===== config.mk =====
export PLATFORM = sky130hd
export DESIGN_NAME = seq_divider_flat
export DESIGN_NICKNAME = d
export VERILOG_FILES = /design/src/rtl/seq_divider_pkg.sv /design/src/rtl/seq_divider_if.sv /design/src/rtl/seq_divider_div_step.sv /design/src/rtl/seq_divider.sv /design/src/flat_wrapper.sv
export SDC_FILE = /design/constraint.sdc
export NUM_CORES = 1
export LEC_CHECK = 0
export BUFFER_PORTS_ARGS = -buffer_cell sky130_fd_sc_hd__buf_2
export CAP_MARGIN = 5
export CORE_ASPECT_RATIO = 0.9
export CORE_MARGIN = 2
export CORE_UTILIZATION = 56
export CTS_CLUSTER_DIAMETER = 200
export DETAILED_ROUTE_END_ITERATION = 12
export GPL_ROUTABILITY_DRIVEN = 0
export MAX_ROUTING_LAYER = met4
export PLACE_DENSITY = 0.8
export SLEW_MARGIN = 20
export SYNTH_ARGS = -nofsm -noshare
export SYNTH_HDL_FRONTEND = slang
export SYNTH_SLANG_ARGS = --single-unit

===== constraint.sdc =====
create_clock -name clk_in -period 2.6 [get_ports clk_in]
set_clock_uncertainty 0.1 [all_clocks]
set_input_delay 0.65 -clock clk_in [delete_from_list [all_inputs] [get_ports clk_in]]
set_output_delay 0.65 -clock clk_in [all_outputs]
set_load 0.05 [all_outputs]

===== src/rtl/seq_divider_pkg.sv =====
// Shared definitions for the sequential divider: default operand width and
// the FSM state encoding (kept identical to the shift-add multiplier so both
// units decode the same debug state values).
package seq_divider_pkg;

  localparam int DEFAULT_WIDTH = 8;

  typedef logic [1:0] state_t;

  localparam logic [1:0] ST_IDLE = 2'd0;
  localparam logic [1:0] ST_WORK = 2'd1;
  localparam logic [1:0] ST_WAIT = 2'd2;

endpackage


===== src/rtl/seq_divider_if.sv =====
// Request/result bundle of the sequential divider.
//   dividend_in  [2W-1:0]  dividend, sampled on an accepted start
//   divisor_in   [W-1:0]   divisor, sampled on an accepted start
//   start_in               request
//   busy_out               high whenever the divider is not idle
//   done_out               one-cycle pulse, results valid
//   quot_out     [2W-1:0]  quotient, held until the next completion
//   rem_out      [W-1:0]   remainder, held until the next completion
//   div_zero_out           divisor was zero, held with the results
//   state_out    [1:0]     FSM state, for observation only
//
// Handshake: start_in acts as valid and !busy_out as ready. A request is
// taken on a rising clock edge where start_in=1 and busy_out=0; start_in
// while busy_out=1 is dropped, not queued. Each accepted request produces
// exactly one done_out pulse unless reset intervenes.
interface seq_divider_if
  import seq_divider_pkg::*;
#(
  parameter int WIDTH = DEFAULT_WIDTH
) ();

  logic [2*WIDTH-1:0] dividend_in;
  logic [WIDTH-1:0]   divisor_in;
  logic               start_in;
  logic               busy_out;
  logic               done_out;
  logic [2*WIDTH-1:0] quot_out;
  logic [WIDTH-1:0]   rem_out;
  logic               div_zero_out;
  state_t             state_out;

  modport master (
    output dividend_in, divisor_in, start_in,
    input  busy_out, done_out, quot_out, rem_out, div_zero_out, state_out
  );

  modport slave (
    input  dividend_in, divisor_in, start_in,
    output busy_out, done_out, quot_out, rem_out, div_zero_out, state_out
  );

endinterface


===== src/rtl/seq_divider_div_step.sv =====
// One restoring-division step (combinational).
//   i_r       [W-1:0]  current partial remainder (always < divisor)
//   i_d_msb            next dividend bit brought down
//   i_divisor [W-1:0]  divisor (non-zero while stepping)
//   o_r_next  [W-1:0]  partial remainder after this step
//   o_q_bit            quotient bit produced by this step
module seq_divider_div_step
  import seq_divider_pkg::*;
#(
  parameter int WIDTH = DEFAULT_WIDTH
) (
  input  logic [WIDTH-1:0] i_r,
  input  logic             i_d_msb,
  input  logic [WIDTH-1:0] i_divisor,
  output logic [WIDTH-1:0] o_r_next,
  output logic             o_q_bit
);

  logic [WIDTH:0] w_t;

  assign w_t     = {i_r, i_d_msb};
  assign o_q_bit = (w_t >= {1'b0, i_divisor});
  // Since i_r < divisor, t - divisor < divisor, so the low WIDTH bits of the
  // difference are the whole result.
  assign o_r_next = o_q_bit ? (w_t[WIDTH-1:0] - i_divisor) : w_t[WIDTH-1:0];

endmodule


===== src/rtl/seq_divider.sv =====
// Sequential restoring divider: 2W-bit dividend / W-bit divisor, one
// quotient bit per clock, 2W-bit quotient and W-bit remainder.
//   clk_in   clock, rising edge
//   rst_in   asynchronous active-high reset
//   bus      seq_divider_if.slave (request, status and results)
// Sequence: IDLE -> WORK (2W steps) -> WAIT (done pulse) -> IDLE, or
// IDLE -> WAIT directly when the divisor is zero.
module seq_divider
  import seq_divider_pkg::*;
#(
  parameter int WIDTH = DEFAULT_WIDTH
) (
  input logic          clk_in,
  input logic          rst_in,
  seq_divider_if.slave bus
);

  localparam int DW    = 2 * WIDTH;
  localparam int CTR_W = $clog2(DW) + 1;
  localparam logic [CTR_W-1:0] LAST_STEP = CTR_W'(DW - 1);

  state_t           r_state;
  logic [CTR_W-1:0] r_ctr;
  logic [WIDTH-1:0] r_part;     // partial remainder
  logic [DW-1:0]    r_dvd;      // dividend shifting out at MSB, quotient in at LSB
  logic [WIDTH-1:0] r_divisor;
  logic             r_done;
  logic [DW-1:0]    r_quot;
  logic [WIDTH-1:0] r_rem;
  logic             r_dz;

  logic [WIDTH-1:0] w_r_next;
  logic             w_q_bit;

  seq_divider_div_step #(.WIDTH(WIDTH)) u_step (
    .i_r       (r_part),
    .i_d_msb   (r_dvd[DW-1]),
    .i_divisor (r_divisor),
    .o_r_next  (w_r_next),
    .o_q_bit   (w_q_bit)
  );

  always_ff @(posedge clk_in or posedge rst_in) begin
    if (rst_in) begin
      r_state   <= ST_IDLE;
      r_ctr     <= '0;
      r_part    <= '0;
      r_dvd     <= '0;
      r_divisor <= '0;
      r_done    <= 1'b0;
      r_quot    <= '0;
      r_rem     <= '0;
      r_dz      <= 1'b0;
    end else begin
      r_done <= 1'b0;
      case (r_state)
        ST_IDLE: begin
          if (bus.start_in) begin
            r_dvd     <= bus.dividend_in;
            r_divisor <= bus.divisor_in;
            r_part    <= '0;
            r_ctr     <= '0;
            if (bus.divisor_in == '0) begin
              r_quot  <= '1;
              r_rem   <= bus.dividend_in[WIDTH-1:0];
              r_dz    <= 1'b1;
              r_done  <= 1'b1;
              r_state <= ST_WAIT;
            end else begin
              r_state <= ST_WORK;
            end
          end
        end
        ST_WORK: begin
          // The dividend bit consumed at the MSB frees a slot at the LSB for
          // the new quotient bit, so one register carries both.
          r_part <= w_r_next;
          r_dvd  <= {r_dvd[DW-2:0], w_q_bit};
          r_ctr  <= r_ctr + CTR_W'(1);
          if (r_ctr == LAST_STEP) begin
            r_quot  <= {r_dvd[DW-2:0], w_q_bit};
            r_rem   <= w_r_next;
            r_dz    <= 1'b0;
            r_done  <= 1'b1;
            r_state <= ST_WAIT;
          end
        end
        ST_WAIT: r_state <= ST_IDLE;
        default: r_state <= ST_IDLE;
      endcase
    end
  end

  assign bus.busy_out     = (r_state != ST_IDLE);
  assign bus.done_out     = r_done;
  assign bus.quot_out     = r_quot;
  assign bus.rem_out      = r_rem;
  assign bus.div_zero_out = r_dz;
  assign bus.state_out    = r_state;

endmodule

===== src/flat_wrapper.sv =====
// flat-port wrapper written by rule: the top's interface ports become plain ports
module seq_divider_flat import seq_divider_pkg::*;
#(
  parameter int WIDTH = DEFAULT_WIDTH
)
  (clk_in, rst_in, bus_dividend_in, bus_divisor_in, bus_start_in, bus_busy_out, bus_done_out, bus_quot_out, bus_rem_out, bus_div_zero_out, bus_state_out);
  seq_divider_if #(.WIDTH(WIDTH)) bus_i ();
  input logic clk_in;
  input logic rst_in;
  input wire logic [$bits(bus_i.dividend_in)-1:0] bus_dividend_in;
  input wire logic [$bits(bus_i.divisor_in)-1:0] bus_divisor_in;
  input wire logic [$bits(bus_i.start_in)-1:0] bus_start_in;
  output wire logic [$bits(bus_i.busy_out)-1:0] bus_busy_out;
  output wire logic [$bits(bus_i.done_out)-1:0] bus_done_out;
  output wire logic [$bits(bus_i.quot_out)-1:0] bus_quot_out;
  output wire logic [$bits(bus_i.rem_out)-1:0] bus_rem_out;
  output wire logic [$bits(bus_i.div_zero_out)-1:0] bus_div_zero_out;
  output wire logic [$bits(bus_i.state_out)-1:0] bus_state_out;
  assign bus_i.dividend_in = bus_dividend_in;
  assign bus_i.divisor_in = bus_divisor_in;
  assign bus_i.start_in = bus_start_in;
  assign bus_busy_out = bus_i.busy_out;
  assign bus_done_out = bus_i.done_out;
  assign bus_quot_out = bus_i.quot_out;
  assign bus_rem_out = bus_i.rem_out;
  assign bus_div_zero_out = bus_i.div_zero_out;
  assign bus_state_out = bus_i.state_out;
  seq_divider #(.WIDTH(WIDTH)) u_core (.clk_in(clk_in), .rst_in(rst_in), .bus(bus_i));
endmodule

==> out/results.txt <==
Status: finished clean
Pre-Repair DR Iteration Count: 4
Vias per cell: 5.64
Largest net degree at the start of global routing: 66
WL/cell: 15.6 um
Layout cell share with drive strength beyond 1: 0.221
Max Buffers Root-to-Sink: 2
Reg2Reg Launch Point: u_core.r_part[2]
CTS root buf: clkbuf_8
Cells along the critical path: ha_1, a21o_1, a21oi_1, o2111ai_1, nand2_2, mux2i_1, o21ai_0
Worst-case reg-to-reg path depth: 7
Crit. End Element: register
PD cells: 1500 nW/um2
Setup bufs post-CTS: 0
Chip width: 84.0 um
CTS tree: done
Hold Crit Class: input port to asynchronous set/reset pin
Vias: 2714
Peak VDD IR: 808 uV
Most used DFF post-synth: dfrtp_1
CP arrival: 2.60 ns
Final number of hold-violating endpoints: 0
#FFs+latches synth: 65
Final Non-Filler Cells: 481
Cells after synthesis: 348
TritonCTS Buffers: 9
Crit Path Category: register to register
Highest Clock Rate: 0.403 GHz
Slowest cell on crit path: dfrtp_1
CP Data Required Time: 2.72 ns
CP startpoint: u_core.r_part[2]
Slowest stage delay, CP: 0.41 ns
Syn_area_per_cell: 9.26 um2
Crit path buf inv count: 0
Placed Cells: 465
Core area: 5630 um2
Post-synth EDFFs: 0
Port Buffers: 55
Fin. max-slew vios: 0
IO Pins: 56
Relative slew slack: 0.621
Worst Setup Start Kind: register
Ys async rst share: 1.00
Layout Nets: 444
Post-synth cell types: 47
Gr usage total: 0.257
Worst Tran Pin Value: 0.569 ns
Setup total negative slack: 0 ns
1st-iter DRT viols: 118
Commonest non-fill, non-tap cell in the layout: nand2_1
Hold buffer count at cts: 0
Core Rows: 26
Part of the Yosys area used for sequential elements: 0.505
Most frequent cells in the layout: nand2_1 (72), dfrtp_1 (65), buf_2 (55)
First-pass GRT wire length: 12800 um
Initial Utilization: 0.573
CP Max Fanout: 10
H-tree levels: 3
Clock sinks: 65
Endpoints failing setup: 0
Reg2reg end: u_core.r_part[6]
Clock latency on the worst-skew pair: 0.34 ns
Layout area overhead: 17.8%
Cell Area, Synth: 3220 um2
Post-DP HPWL: 5170 um
Max-cap check violation count: 0
Grt total ovfl: 0
Fin crit share: 0.954
DRC viols: 0
Number of routed nets with antenna violations: 0
Ant diodes: 0
Die height: 76.0 um
Die area: 6380 um2
Cells resized by post-CTS repair: 0
Yosys warning count: 0
Vias in the first global route: 2655
Routed Wire Length: 7500 um
Tmin final: 2.48 ns
Synth Net Count: 386
Family with the most delay on the worst path: compound AO/OA/AOI/OAI gates
Unrepaired setup endpoints after global routing: false
CTS clk-pin slew, worst paths: 0.07 ns
Initial antenna violation count: 0
Leakage: 1.87 nW
R2r setup slk: 0.12 ns
worst max path at each step:
stage	to	slack, ns	cells past startpoint
after floorplan	u_core.bus.div_zero_out	0.22	1
after global placement	u_core.bus.rem_out[5]	0.19	8
after detailed placement	u_core.bus.rem_out[2]	0.12	8
after CTS	u_core.r_part[6]	0.21	7
after global routing	u_core.r_part[2]	0.06	7
final	u_core.r_part[6]	0.12	7
Yosys cell counts, types with 2 or more instances:
master | n | area [um2]
nand2_2 | 2 | 12.5
o211ai_1 | 4 | 30.0
inv_1 | 18 | 67.6
nand2b_1 | 3 | 18.8
ha_1 | 10 | 125
nor3b_1 | 2 | 15.0
nor2b_1 | 2 | 12.5
a21o_1 | 3 | 22.5
a21oi_1 | 20 | 100
xnor2_1 | 2 | 17.5
mux2i_1 | 9 | 90.1
o22ai_1 | 4 | 25.0
nand3b_1 | 2 | 15.0
a22oi_1 | 6 | 45.0
nand3_1 | 8 | 40.0
nor2_1 | 11 | 41.3
or4_4 | 2 | 22.5
dfrtp_1 | 65 | 1630
nand2_1 | 72 | 270
and3_1 | 2 | 12.5
clkbuf_1 | 13 | 48.8
buf_6 | 2 | 22.5
a31oi_1 | 4 | 25.0
and3b_1 | 6 | 52.6
nor3_1 | 2 | 10.0
buf_2 | 3 | 15.0
o21ai_0 | 51 | 255
state kept, by name, indices dropped and copies added (netlist names):
register	count
u_core.bus.div_zero_out	1
u_core.bus.done_out	1
u_core.bus.quot_out	16
u_core.bus.rem_out	8
u_core.bus.state_out	2
u_core.r_ctr	5
u_core.r_divisor	8
u_core.r_dvd	16
u_core.r_part	8
cell type report:
type | instances | area [um2]
Inverter | 19 | 76.3
Timing Repair Buffer | 65 | 363
Clock buffer | 10 | 138
Fill cell | 454 | 1830
Tap cell | 70 | 87.6
Clock inverter | 6 | 67.6
Multi-Input combinational cell | 246 | 1440
Sequential cell | 65 | 1630
where the power goes:
group | internal (mW) | leakage, nW | total, mW | switching, mW
logic | 1.10 | 0.967 | 3.07 | 1.97
clock network | 0.470 | 0.0985 | 0.874 | 0.405
registers | 1.47 | 0.807 | 1.77 | 0.301
total | 3.03 | 1.87 | 5.71 | 2.67
kinds of logic after synthesis:
family          count (synthesis)  share of synthesized area
buf+inv                        37                     0.0505
fa+ha+maj                      11                     0.0450
mux                            10                     0.0314
xor+xnor                        3                    0.00815
compound gates                103                      0.186
flops                          65                      0.505
simple gates                  119                      0.174
metrics by stage:
stage	util	cell area (um2)	hold slack [ns]	power [mW]	worst slack (ns)
global route	0.675	3800	0.297	6.11	0.0604
detailed placement	0.638	3590	0.351	4.79	0.122
CTS	0.675	3800	0.273	5.70	0.210
floorplan	-	3220	0.349	4.04	0.224
global placement	0.638	3590	0.351	4.67	0.191
finish	0.675	3800	0.246	5.71	0.120
metal layers:
layer,vias up,share of wire,track usage,routed length (um)
li1,1327,-,-,-
met1,1311,0.45,0.330,3340
met2,67,0.50,0.418,3740
met3,9,0.045,0.0618,340
met4,0,0.010,0.0629,78
met5,-,0,-,0
worst reg2reg max path, cell delays in order (launching register included):
cell and delay [ns]:
dfrtp_1 0.41, ha_1 0.36, a21o_1 0.21, a21oi_1 0.19
o2111ai_1 0.31, nand2_2 0.33, mux2i_1 0.33, o21ai_0 0.13
No activity file was read; power rests on OpenSTA's default activity.
